**config.mk**
```make
export PLATFORM = sky130hd
export DESIGN_NAME = mem_edit_ctrl
export DESIGN_NICKNAME = d
export VERILOG_FILES = /design/src/rtl/mem_edit_ctrl.sv
export SDC_FILE = /design/constraint.sdc
export NUM_CORES = 1
export LEC_CHECK = 0
export ABC_AREA = 0
export ABC_CLOCK_PERIOD_IN_PS = 5900
export BUFFER_PORTS_ARGS = -buffer_cell sky130_fd_sc_hd__buf_2
export CORE_ASPECT_RATIO = 1.25
export CORE_MARGIN = 2
export CORE_UTILIZATION = 40
export CTS_BUF_LIST = sky130_fd_sc_hd__clkbuf_2
export DETAILED_ROUTE_END_ITERATION = 16
export MAX_ROUTING_LAYER = met4
export PLACE_DENSITY = 0.63
export SETUP_SLACK_MARGIN = 0.02
export SYNTH_ARGS = -nofsm -noshare
export SYNTH_HDL_FRONTEND = slang
export SYNTH_SLANG_ARGS = --single-unit
```
**constraint.sdc**
```tcl
create_clock -name clk -period 5.9 [get_ports clk]
set_input_delay 0.885 -clock clk [delete_from_list [all_inputs] [get_ports clk]]
set_output_delay 0.885 -clock clk [all_outputs]
set_load 0.01 [all_outputs]
```
**src/rtl/mem_edit_ctrl.sv**
```systemverilog
// mem_edit_ctrl
//   Key-driven editor for a 16x8 synchronous RAM (registered read, old data
//   on read-during-write). The four active-low push-buttons are synchronized
//   and debounced. Each clean single-key press becomes one RAM transaction:
//   an address step, or a read-modify-write increment/decrement of the byte
//   at the current address.
//
//   Optional feature macro: MEM_EDIT_AUTOREPEAT_EN
//     When defined, holding a data key repeats the data op every
//     REPEAT_CYCLES cycles. When undefined, every press gives exactly one op.
//
// Parameters
//   DEBOUNCE_CYCLES  stable cycles needed before the debounced keys change (>=2)
//   REPEAT_CYCLES    auto-repeat period, used only with the macro (>=4)
//
// Ports
//   clk    in   system clock
//   reset  in   synchronous, active-high reset
//   KEY    in   [3:0] raw push-buttons, active-low, asynchronous to clk
//   dout   in   [7:0] RAM read data (mem[a], registered one cycle)
//   a      out  [3:0] RAM address, registered
//   din    out  [7:0] RAM write data, registered
//   we     out  RAM write enable, one-cycle pulse
//   busy   out  high while a transaction is in flight (RD, WR, SETTLE)
//
// State      | meaning
// -----------+---------------------------------------------------------
// IDLE       | all keys released, waiting for a single-key press
// RD         | address held, dout carries mem[a]; din/we loaded on exit
// WR         | we high for this one cycle
// SETTLE     | one cycle so dout reflects the updated mem[a]
// WAIT_REL   | wait for all keys released (auto-repeat fires from here)

module mem_edit_ctrl #(
    parameter int DEBOUNCE_CYCLES = 50000,
    parameter int REPEAT_CYCLES   = 5000000
) (
    input  logic       clk,
    input  logic       reset,
    input  logic [3:0] KEY,
    input  logic [7:0] dout,
    output logic [3:0] a,
    output logic [7:0] din,
    output logic       we,
    output logic       busy
);

    typedef enum logic [2:0] {
        IDLE     = 3'd0,
        RD       = 3'd1,
        WR       = 3'd2,
        SETTLE   = 3'd3,
        WAIT_REL = 3'd4
    } state_t;

    generate
        if (DEBOUNCE_CYCLES < 2 || REPEAT_CYCLES < 4) begin : g_param_check
            $error("mem_edit_ctrl: DEBOUNCE_CYCLES must be >= 2 and REPEAT_CYCLES >= 4");
        end
    endgenerate

    localparam int DB_W = (DEBOUNCE_CYCLES > 2) ? $clog2(DEBOUNCE_CYCLES) : 1;
    localparam logic [DB_W-1:0] DB_LOAD  = DB_W'(DEBOUNCE_CYCLES - 1);
    localparam logic [DB_W-1:0] DB_FIRST = DB_W'(DEBOUNCE_CYCLES - 2);

    state_t state, state_n;

    logic [3:0]      sync1, sync2, p_q;
    logic [3:0]      p;
    logic [3:0]      k;
    logic [DB_W-1:0] db_cnt;
    logic            k_onehot;
    logic            op_dec;
    logic            rep_fire;

    // Input path: two-flop synchronizer on the inverted (active-high) keys
    always_ff @(posedge clk) begin
        if (reset) begin
            sync1 <= 4'b0000;
            sync2 <= 4'b0000;
            p_q   <= 4'b0000;
        end else begin
            sync1 <= ~KEY;
            sync2 <= sync1;
            p_q   <= sync2;
        end
    end

    assign p = sync2;

    // Debounce down-counter. The cycle in which p takes a new value already
    // counts as its first stable cycle, hence the DB_FIRST reload; k takes p
    // on the DEBOUNCE_CYCLES-th consecutive stable cycle.
    always_ff @(posedge clk) begin
        if (reset) begin
            k      <= 4'b1111;
            db_cnt <= DB_LOAD;
        end else if (p == k) begin
            db_cnt <= DB_LOAD;
        end else if (p != p_q) begin
            db_cnt <= DB_FIRST;
        end else if (db_cnt == '0) begin
            k      <= p;
            db_cnt <= DB_LOAD;
        end else begin
            db_cnt <= db_cnt - 1'b1;
        end
    end

    // IDLE is only reached with k == 0, so any one-hot k seen there is a
    // fresh press from all-released.
    assign k_onehot = (k != 4'b0000) && ((k & (k - 4'd1)) == 4'b0000);

    always_ff @(posedge clk) begin
        if (reset) begin
            state <= WAIT_REL;
        end else begin
            state <= state_n;
        end
    end

    always_comb begin
        state_n = state;
        case (state)
            IDLE: begin
                if (k != 4'b0000) begin
                    if (!k_onehot)
                        state_n = WAIT_REL;
                    else if (k[0] || k[1])
                        state_n = RD;
                    else
                        state_n = SETTLE;
                end
            end
            RD:       state_n = WR;
            WR:       state_n = SETTLE;
            SETTLE:   state_n = WAIT_REL;
            WAIT_REL: begin
                if (k == 4'b0000)
                    state_n = IDLE;
                else if (rep_fire)
                    state_n = RD;
            end
            default:  state_n = WAIT_REL;
        endcase
    end

    assign busy = (state == RD) || (state == WR) || (state == SETTLE);

    // Datapath. The op direction is latched at the press so key activity
    // during the transaction cannot change it.
    always_ff @(posedge clk) begin
        if (reset) begin
            a      <= 4'h0;
            din    <= 8'h00;
            we     <= 1'b0;
            op_dec <= 1'b0;
        end else begin
            we <= (state == RD);
            if (state == RD)
                din <= op_dec ? (dout - 8'd1) : (dout + 8'd1);
            if (state == IDLE && k_onehot) begin
                op_dec <= k[1];
                if (k[2])
                    a <= a + 4'd1;
                else if (k[3])
                    a <= a - 4'd1;
            end
        end
    end

`ifdef MEM_EDIT_AUTOREPEAT_EN
    localparam int RP_W = $clog2(REPEAT_CYCLES);
    localparam logic [RP_W-1:0] RP_LOAD = RP_W'(REPEAT_CYCLES - 1);

    logic [RP_W-1:0] rep_cnt;
    logic [3:0]      rep_key;
    logic            rep_arm;
    logic            rep_run;

    // The period runs from WAIT_REL entry of the initial op, then from each
    // fire; it keeps counting through the repeated transactions so repeats
    // are exactly REPEAT_CYCLES apart.
    assign rep_fire = (state == WAIT_REL) && rep_arm && (k == rep_key) && (rep_cnt == '0);

    always_ff @(posedge clk) begin
        if (reset) begin
            rep_cnt <= RP_LOAD;
            rep_key <= 4'b0000;
            rep_arm <= 1'b0;
            rep_run <= 1'b0;
        end else begin
            if (state == IDLE && k_onehot) begin
                rep_key <= k;
                rep_arm <= k[0] | k[1];
                rep_run <= 1'b0;
            end else if (rep_fire) begin
                rep_run <= 1'b1;
            end else if (state == WAIT_REL && k != rep_key) begin
                rep_arm <= 1'b0;
            end

            if ((state == SETTLE && !rep_run) || rep_fire)
                rep_cnt <= RP_LOAD;
            else if (rep_cnt != '0)
                rep_cnt <= rep_cnt - 1'b1;
        end
    end
`else
    assign rep_fire = 1'b0;
`endif

endmodule

```
==> results of run 1 <==
## layout make-up
class / count / share of cell area
timing repair buffer: 27 / 0.0510
inverter: 13 / 0.0184
multi-input combinational: 193 / 0.502
sequential: 49 / 0.371
clock inverter: 3 / 0.0175
tap: 66 / 0.0312
clock buffer: 5 / 0.00945
## flip-flops by register name (all words and copies together) (netlist names)
signal	cells
din	8
state	3
p_q	4
we	1
p	4
k	4
db_cnt	16
sync1	4
a	4
op_dec	1
## cells by family after synthesis
| kind of cell | share of synthesized area |
|---|---|
| AOI/OAI and AO/OA | 0.147 |
| xor gates and xnor gates | 0.0838 |
| adders and majority gates | 0.0635 |
| buffers and inverters | 0.0390 |
| DFF | 0.408 |
| muxes | 0.0172 |
| and+or+nand+nor | 0.241 |
## per-stage QoR
step | setup slack [ns] | power (mW) | instance area, µm² | std cells
2_1_floorplan | 3.85 | 0.369 | 2400 | 267
3_3_place_gp | 3.61 | 0.379 | 2580 | 348
3_5_place_dp | 3.56 | 0.380 | 2580 | 348
4_1_cts | 3.75 | 0.562 | 2650 | 356
5_1_grt | 3.56 | 0.580 | 2650 | 356
6_report | 3.79 | 0.553 | 2650 | 356
## routing by layer
layer	vias to the layer above	GRT usage	wire length [µm]
li1	991	-	-
met4	0	0.0470	40
met5	-	-	0
met1	857	0.176	2130
met3	4	0.0313	117
met2	25	0.239	2110
## final timing paths
kind              depth (start not counted)  startpoint  slack [ns]    endpoint
setup / recovery                          3    state[0]        3.79        busy
hold / removal                            1    sync1[1]        0.47        p[1]
setup reg to reg                          6   db_cnt[0]        3.82  db_cnt[15]
hold reg to reg                           1    sync1[1]        0.47        p[1]
## power by group through the flow
stage	logic, mW	clock network (mW)	registers [mW]
2_1_floorplan	0.0241	0	0.345
5_1_grt	0.0383	0.201	0.341
6_report	0.0333	0.180	0.340
3_5_place_dp	0.0339	0	0.346
4_1_cts	0.0340	0.188	0.340
3_3_place_gp	0.0334	0	0.346
## layout by cell type (no fill, tap or decap), types with 9 or more instances in the layout
| master | count |
|---|---|
| dfxtp_1 | 49 |
| nor2_1 | 27 |
| buf_2 | 27 |
| a21oi_1 | 17 |
| nand2_1 | 16 |
| xor2_1 | 15 |
| inv_1 | 13 |
| o21ai_0 | 11 |
| nand3_1 | 10 |
| ha_1 | 9 |
==> results.sh, run 1 <==
export IMPL_run_status="complete, no violations"
export IMPL_grt_pass1_wl_um=7670
export IMPL_synth_common_cells="dfxtp_1 (49), nor2_1 (27), a21oi_1 (17)"
export IMPL_cts_htree_levels=2
export IMPL_finClkSkew_ns=0.00683
export IMPL_cts_sinks=49
export IMPL_vias=1877
export IMPL_synth_seq_cells=49
export IMPL_peakVddDrop_uv=131
export IMPL_routed_wl_um=4400
export IMPL_dieArea_um2=6650
export IMPL_clock_power_share=0.326
export IMPL_ant_nets=0
export IMPL_dieWidth_um=73.3
export IMPL_fmax_ghz=0.475
export IMPL_avgSynthCellArea_um2=9.00
export IMPL_final_max_slew_viol_count=0
export IMPL_cpPeakStageDelay_ns=0.50
export IMPL_max_slew_margin_rel=0.251
export IMPL_cp_max_fo=9
export IMPL_syn_area_um2=2400
export IMPL_grt_max_degree=35
export IMPL_swShare=0.238
export IMPL_cts_clk_slew_worst_paths_ns=0.25
export IMPL_critPathMostFrequentCell="nor2_1"
export IMPL_path_class="flip-flop to output port"
export IMPL_clk_latency_ns=0.41
export IMPL_wl_per_cell_um=12.4
export IMPL_dp_hpwl_um=3200
export IMPL_post_cts_buffers=0
export IMPL_rows=31
export IMPL_layout_nets=314
export IMPL_hold_viol=0
export IMPL_grt_total_usage=0.146
export IMPL_drive_above_1_share=0.155
export IMPL_cts_root_buf="clkbuf_2"
export IMPL_cts_hold_fix_buffers=0
export IMPL_p_seq_frac=0.614
export IMPL_worst_pin_slew_ns=1.12
export IMPL_power_frac_comb=0.060
export IMPL_fillerInstances=585
export IMPL_cap_viol_max_count=0
export IMPL_antenna_cells=0
export IMPL_p_int_mw=0.422
export IMPL_critical_path_buf_inv_count=1
export IMPL_setup_violations=0
export IMPL_register_area_um2=981
export IMPL_rsz0062_at_grt="no"
export IMPL_io_buffer_count=27
export IMPL_tritoncts="built"
export IMPL_drcViolationCount=0
export IMPL_multi_input_area_um2=1330
export IMPL_antenna_found_initial=0
export IMPL_cts_made_buffers=5
export IMPL_syn_to_final_growth_pct=10.2
export IMPL_cp_arrival_ns=1.22
export IMPL_synth_area_leaders="dfxtp_1 (41%), xor2_1 (5.5%), ha_1 (4.7%), nor2_1 (4.2%), a21oi_1 (3.5%)"
export IMPL_synth_seq_area_share=0.408
export IMPL_final_setup_tns_ns=0
export IMPL_postSynthCellCount=267
export IMPL_initial_utilization=0.413
export IMPL_clockBufferDepth=2
export IMPL_synth_top_area_frac=0.408
export IMPL_overflow=0
export IMPL_fin_util=0.455
export IMPL_p_switching_mw=0.131
export IMPL_syn_nets=292
export IMPL_crit_family="flip-flops"
export IMPL_hold_path_class="flip-flop to flip-flop"
export IMPL_synth_top_area_cell="dfxtp_1"
export IMPL_synthFlopType="dfxtp_1"
export IMPL_synth_edff_count=0
export IMPL_cp_end_kind="output port"
export IMPL_critPathLaunchType="flip-flop"
export IMPL_crit_chain="nor2_1, nor2_1, buf_2"
export IMPL_power_density_nw_per_um2=209
export IMPL_drt_vias_per_instance=5.27
export IMPL_yosysMostFrequentCell="dfxtp_1"
export IMPL_holdWs_ns=0.466
export IMPL_first_pass_iters=4
export IMPL_cts_resized_gates=0
export IMPL_critPathRequiredTime_ns=5.02
export IMPL_routabilityCongestion=0.777
export IMPL_period_needed_ns=2.11
export IMPL_fp_coreArea_um2=5820
export IMPL_p_leak_nw=1.06
export IMPL_drt_initial_drc_count=57
export IMPL_die_h_um=90.7
export IMPL_synth_cell_types=46
export IMPL_async_flop_share=0
export IMPL_fin_crit_sh=0.357
export IMPL_synth_warnings=0
export IMPL_io_pins=28
export IMPL_cpMaxStageDelayCell="dfxtp_1"
export IMPL_grt_pass1_vias=1759
No activity file was read; power rests on OpenSTA's default activity.
==> run 2, diff against run 1 <==
--- a/config.mk
+++ b/config.mk
@@ -6,7 +6,7 @@
 export NUM_CORES = 1
 export LEC_CHECK = 0
 export ABC_AREA = 0
-export ABC_CLOCK_PERIOD_IN_PS = 5900
+export ABC_CLOCK_PERIOD_IN_PS = 2200
 export BUFFER_PORTS_ARGS = -buffer_cell sky130_fd_sc_hd__buf_2
 export CORE_ASPECT_RATIO = 1.25
 export CORE_MARGIN = 2
==> constraint.sdc (replaced) <==
create_clock -name clk -period 2.2 [get_ports clk]
set_input_delay 0.33 -clock clk [delete_from_list [all_inputs] [get_ports clk]]
set_output_delay 0.33 -clock clk [all_outputs]
set_load 0.01 [all_outputs]
==> results.sh, run 2 (same netlist as run 1, synthesis figures left out) <==
export IMPL_first_pass_iters=4
export IMPL_cap_viol_max_count=0
export IMPL_wl_per_cell_um=12.9
export IMPL_fp_coreArea_um2=5820
export IMPL_layout_nets=324
export IMPL_drive_above_1_share=0.170
export IMPL_grt_total_usage=0.155
export IMPL_drcViolationCount=0
export IMPL_antenna_found_initial=0
export IMPL_drt_vias_per_instance=5.32
export IMPL_syn_to_final_growth_pct=12.8
export IMPL_fin_cells=366
export IMPL_hold_viol=0
export IMPL_setup_violations=0
export IMPL_clockBufferDepth=2
export IMPL_grt_pass1_wl_um=8090
export IMPL_period_needed_ns=1.95
export IMPL_dieArea_um2=6650
export IMPL_layout_commonest_cell="dfxtp_1"
export IMPL_io_buffer_count=27
export IMPL_final_max_slew_viol_count=0
export IMPL_cpPeakStageDelay_ns=0.60
export IMPL_power_mw=1.41
export IMPL_path_class="flip-flop to flip-flop"
export IMPL_cts_resized_gates=0
export IMPL_top_regs="db_cnt x16, din x8"
export IMPL_cp_max_fo=10
export IMPL_max_slew_margin_rel=0.496
export IMPL_vias=1947
export IMPL_finClkSkew_ns=0.0265
export IMPL_crit_chain="nor4_2, nand4b_4, or4_4, o211ai_1"
export IMPL_initial_utilization=0.413
export IMPL_rr_worst_depth=4
export IMPL_rsz0062_at_grt="no"
export IMPL_die_h_um=90.7
export IMPL_worst_pin_slew_ns=0.750
export IMPL_cts_clk_slew_worst_paths_ns=0.26
export IMPL_clk_latency_ns=0.44
export IMPL_peakVddDrop_uv=342
export IMPL_routabilityCongestion=0.801
export IMPL_power_density_nw_per_um2=521
export IMPL_cts_htree_levels=2
export IMPL_cpMaxStageDelayCell="or4_4"
export IMPL_io_pins=28
export IMPL_ant_nets=0
export IMPL_critPathLaunchType="flip-flop"
export IMPL_cts_root_buf="clkbuf_2"
export IMPL_routed_wl_um=4710
export IMPL_rows=31
export IMPL_drt_initial_drc_count=116
export IMPL_dieWidth_um=73.3
export IMPL_p_leak_nw=1.10
export IMPL_run_status="complete, no violations"
export IMPL_cts_made_buffers=5
export IMPL_final_setup_tns_ns=0
export IMPL_dp_cells=354
export IMPL_cts_hold_fix_buffers=4
export IMPL_whs_path_depth=2
export IMPL_grt_max_degree=25
export IMPL_post_cts_buffers=0
export IMPL_critPathRequiredTime_ns=2.58
export IMPL_antenna_cells=0
export IMPL_hold_path_class="input pin to flip-flop"
export IMPL_fin_crit_sh=0.886
export IMPL_cp_end_kind="flip-flop"
export IMPL_fin_util=0.466
export IMPL_largest_reg_flops=16
export IMPL_grt_pass1_vias=1826
export IMPL_overflow=0
export IMPL_tritoncts="built"
export IMPL_cp_arrival_ns=2.33
export IMPL_fmax_ghz=0.513
export IMPL_cts_sinks=49
export IMPL_layout_common_cells="dfxtp_1 (49), nor2_1 (27), buf_2 (27), a21oi_1 (17), nand2_1 (16)"
export IMPL_dp_hpwl_um=3510
export IMPL_top_register="db_cnt"
## run 2: changes by cell type in the layout (fill, tap and decap cells not counted)
cell / before / now
clkinv_4: 1 / 0
bufinv_16: 1 / 0
inv_6: 0 / 2
dlygate4sd3_1: 0 / 4
buf_4: 0 / 6
## run 2: metal layers
layer / track usage / part of all wire / vias up
met5: - / 0 / -
met4: 0.0409 / 0.014 / 0
met3: 0.0301 / 0.025 / 5
met2: 0.257 / 0.50 / 26
met1: 0.190 / 0.46 / 908
li1: - / - / 1008
## run 2: layout make-up
class | count | area, µm²
multi-input combinational | 193 | 1330
clock inverter | 3 | 25.0
tap | 66 | 82.6
inverter | 13 | 48.8
sequential | 49 | 981
clock buffer | 5 | 25.0
timing repair buffer | 37 | 220
fill | 591 | 3110
## run 2: worst max-delay path: cells and delay by family, from the launching register on
| family | cells | cell delay [ns] |
|---|---|---|
| AO/OA/AOI/OAI | 1 | 0.17 |
| flip-flops | 1 | 0.40 |
| AND/OR/NAND/NOR | 3 | 1.35 |
## run 2: stage by stage
stage | instance area [µm²] | hold WS [ns] | worst slack [ns]
after floorplan | 2400 | 0.397 | 0.298
after global placement | 2620 | 0.417 | 0.314
after detailed placement | 2620 | 0.423 | 0.276
after CTS | 2710 | 0.0341 | 0.252
after global routing | 2710 | 0.0427 | 0.147
final | 2710 | 0.0611 | 0.251
## run 2: path summary, 6_finish.rpt
| kind | startpoint | to | slack (ns) |
|---|---|---|---|
| hold / removal | dout[0] | din[0] | 0.06 |
| setup / recovery | db_cnt[7] | k[1] | 0.25 |
| hold reg to reg | sync1[0] | p[0] | 0.47 |
| setup reg to reg | db_cnt[7] | k[1] | 0.25 |
## run 2: report_power, final
| part | total (mW) | switching (mW) | internal, mW | leakage (nW) |
|---|---|---|---|---|
| combinational | 0.105 | 0.0590 | 0.0456 | 0.672 |
| clock | 0.397 | 0.310 | 0.0870 | 0.0300 |
| sequential | 0.912 | 0.00853 | 0.903 | 0.398 |
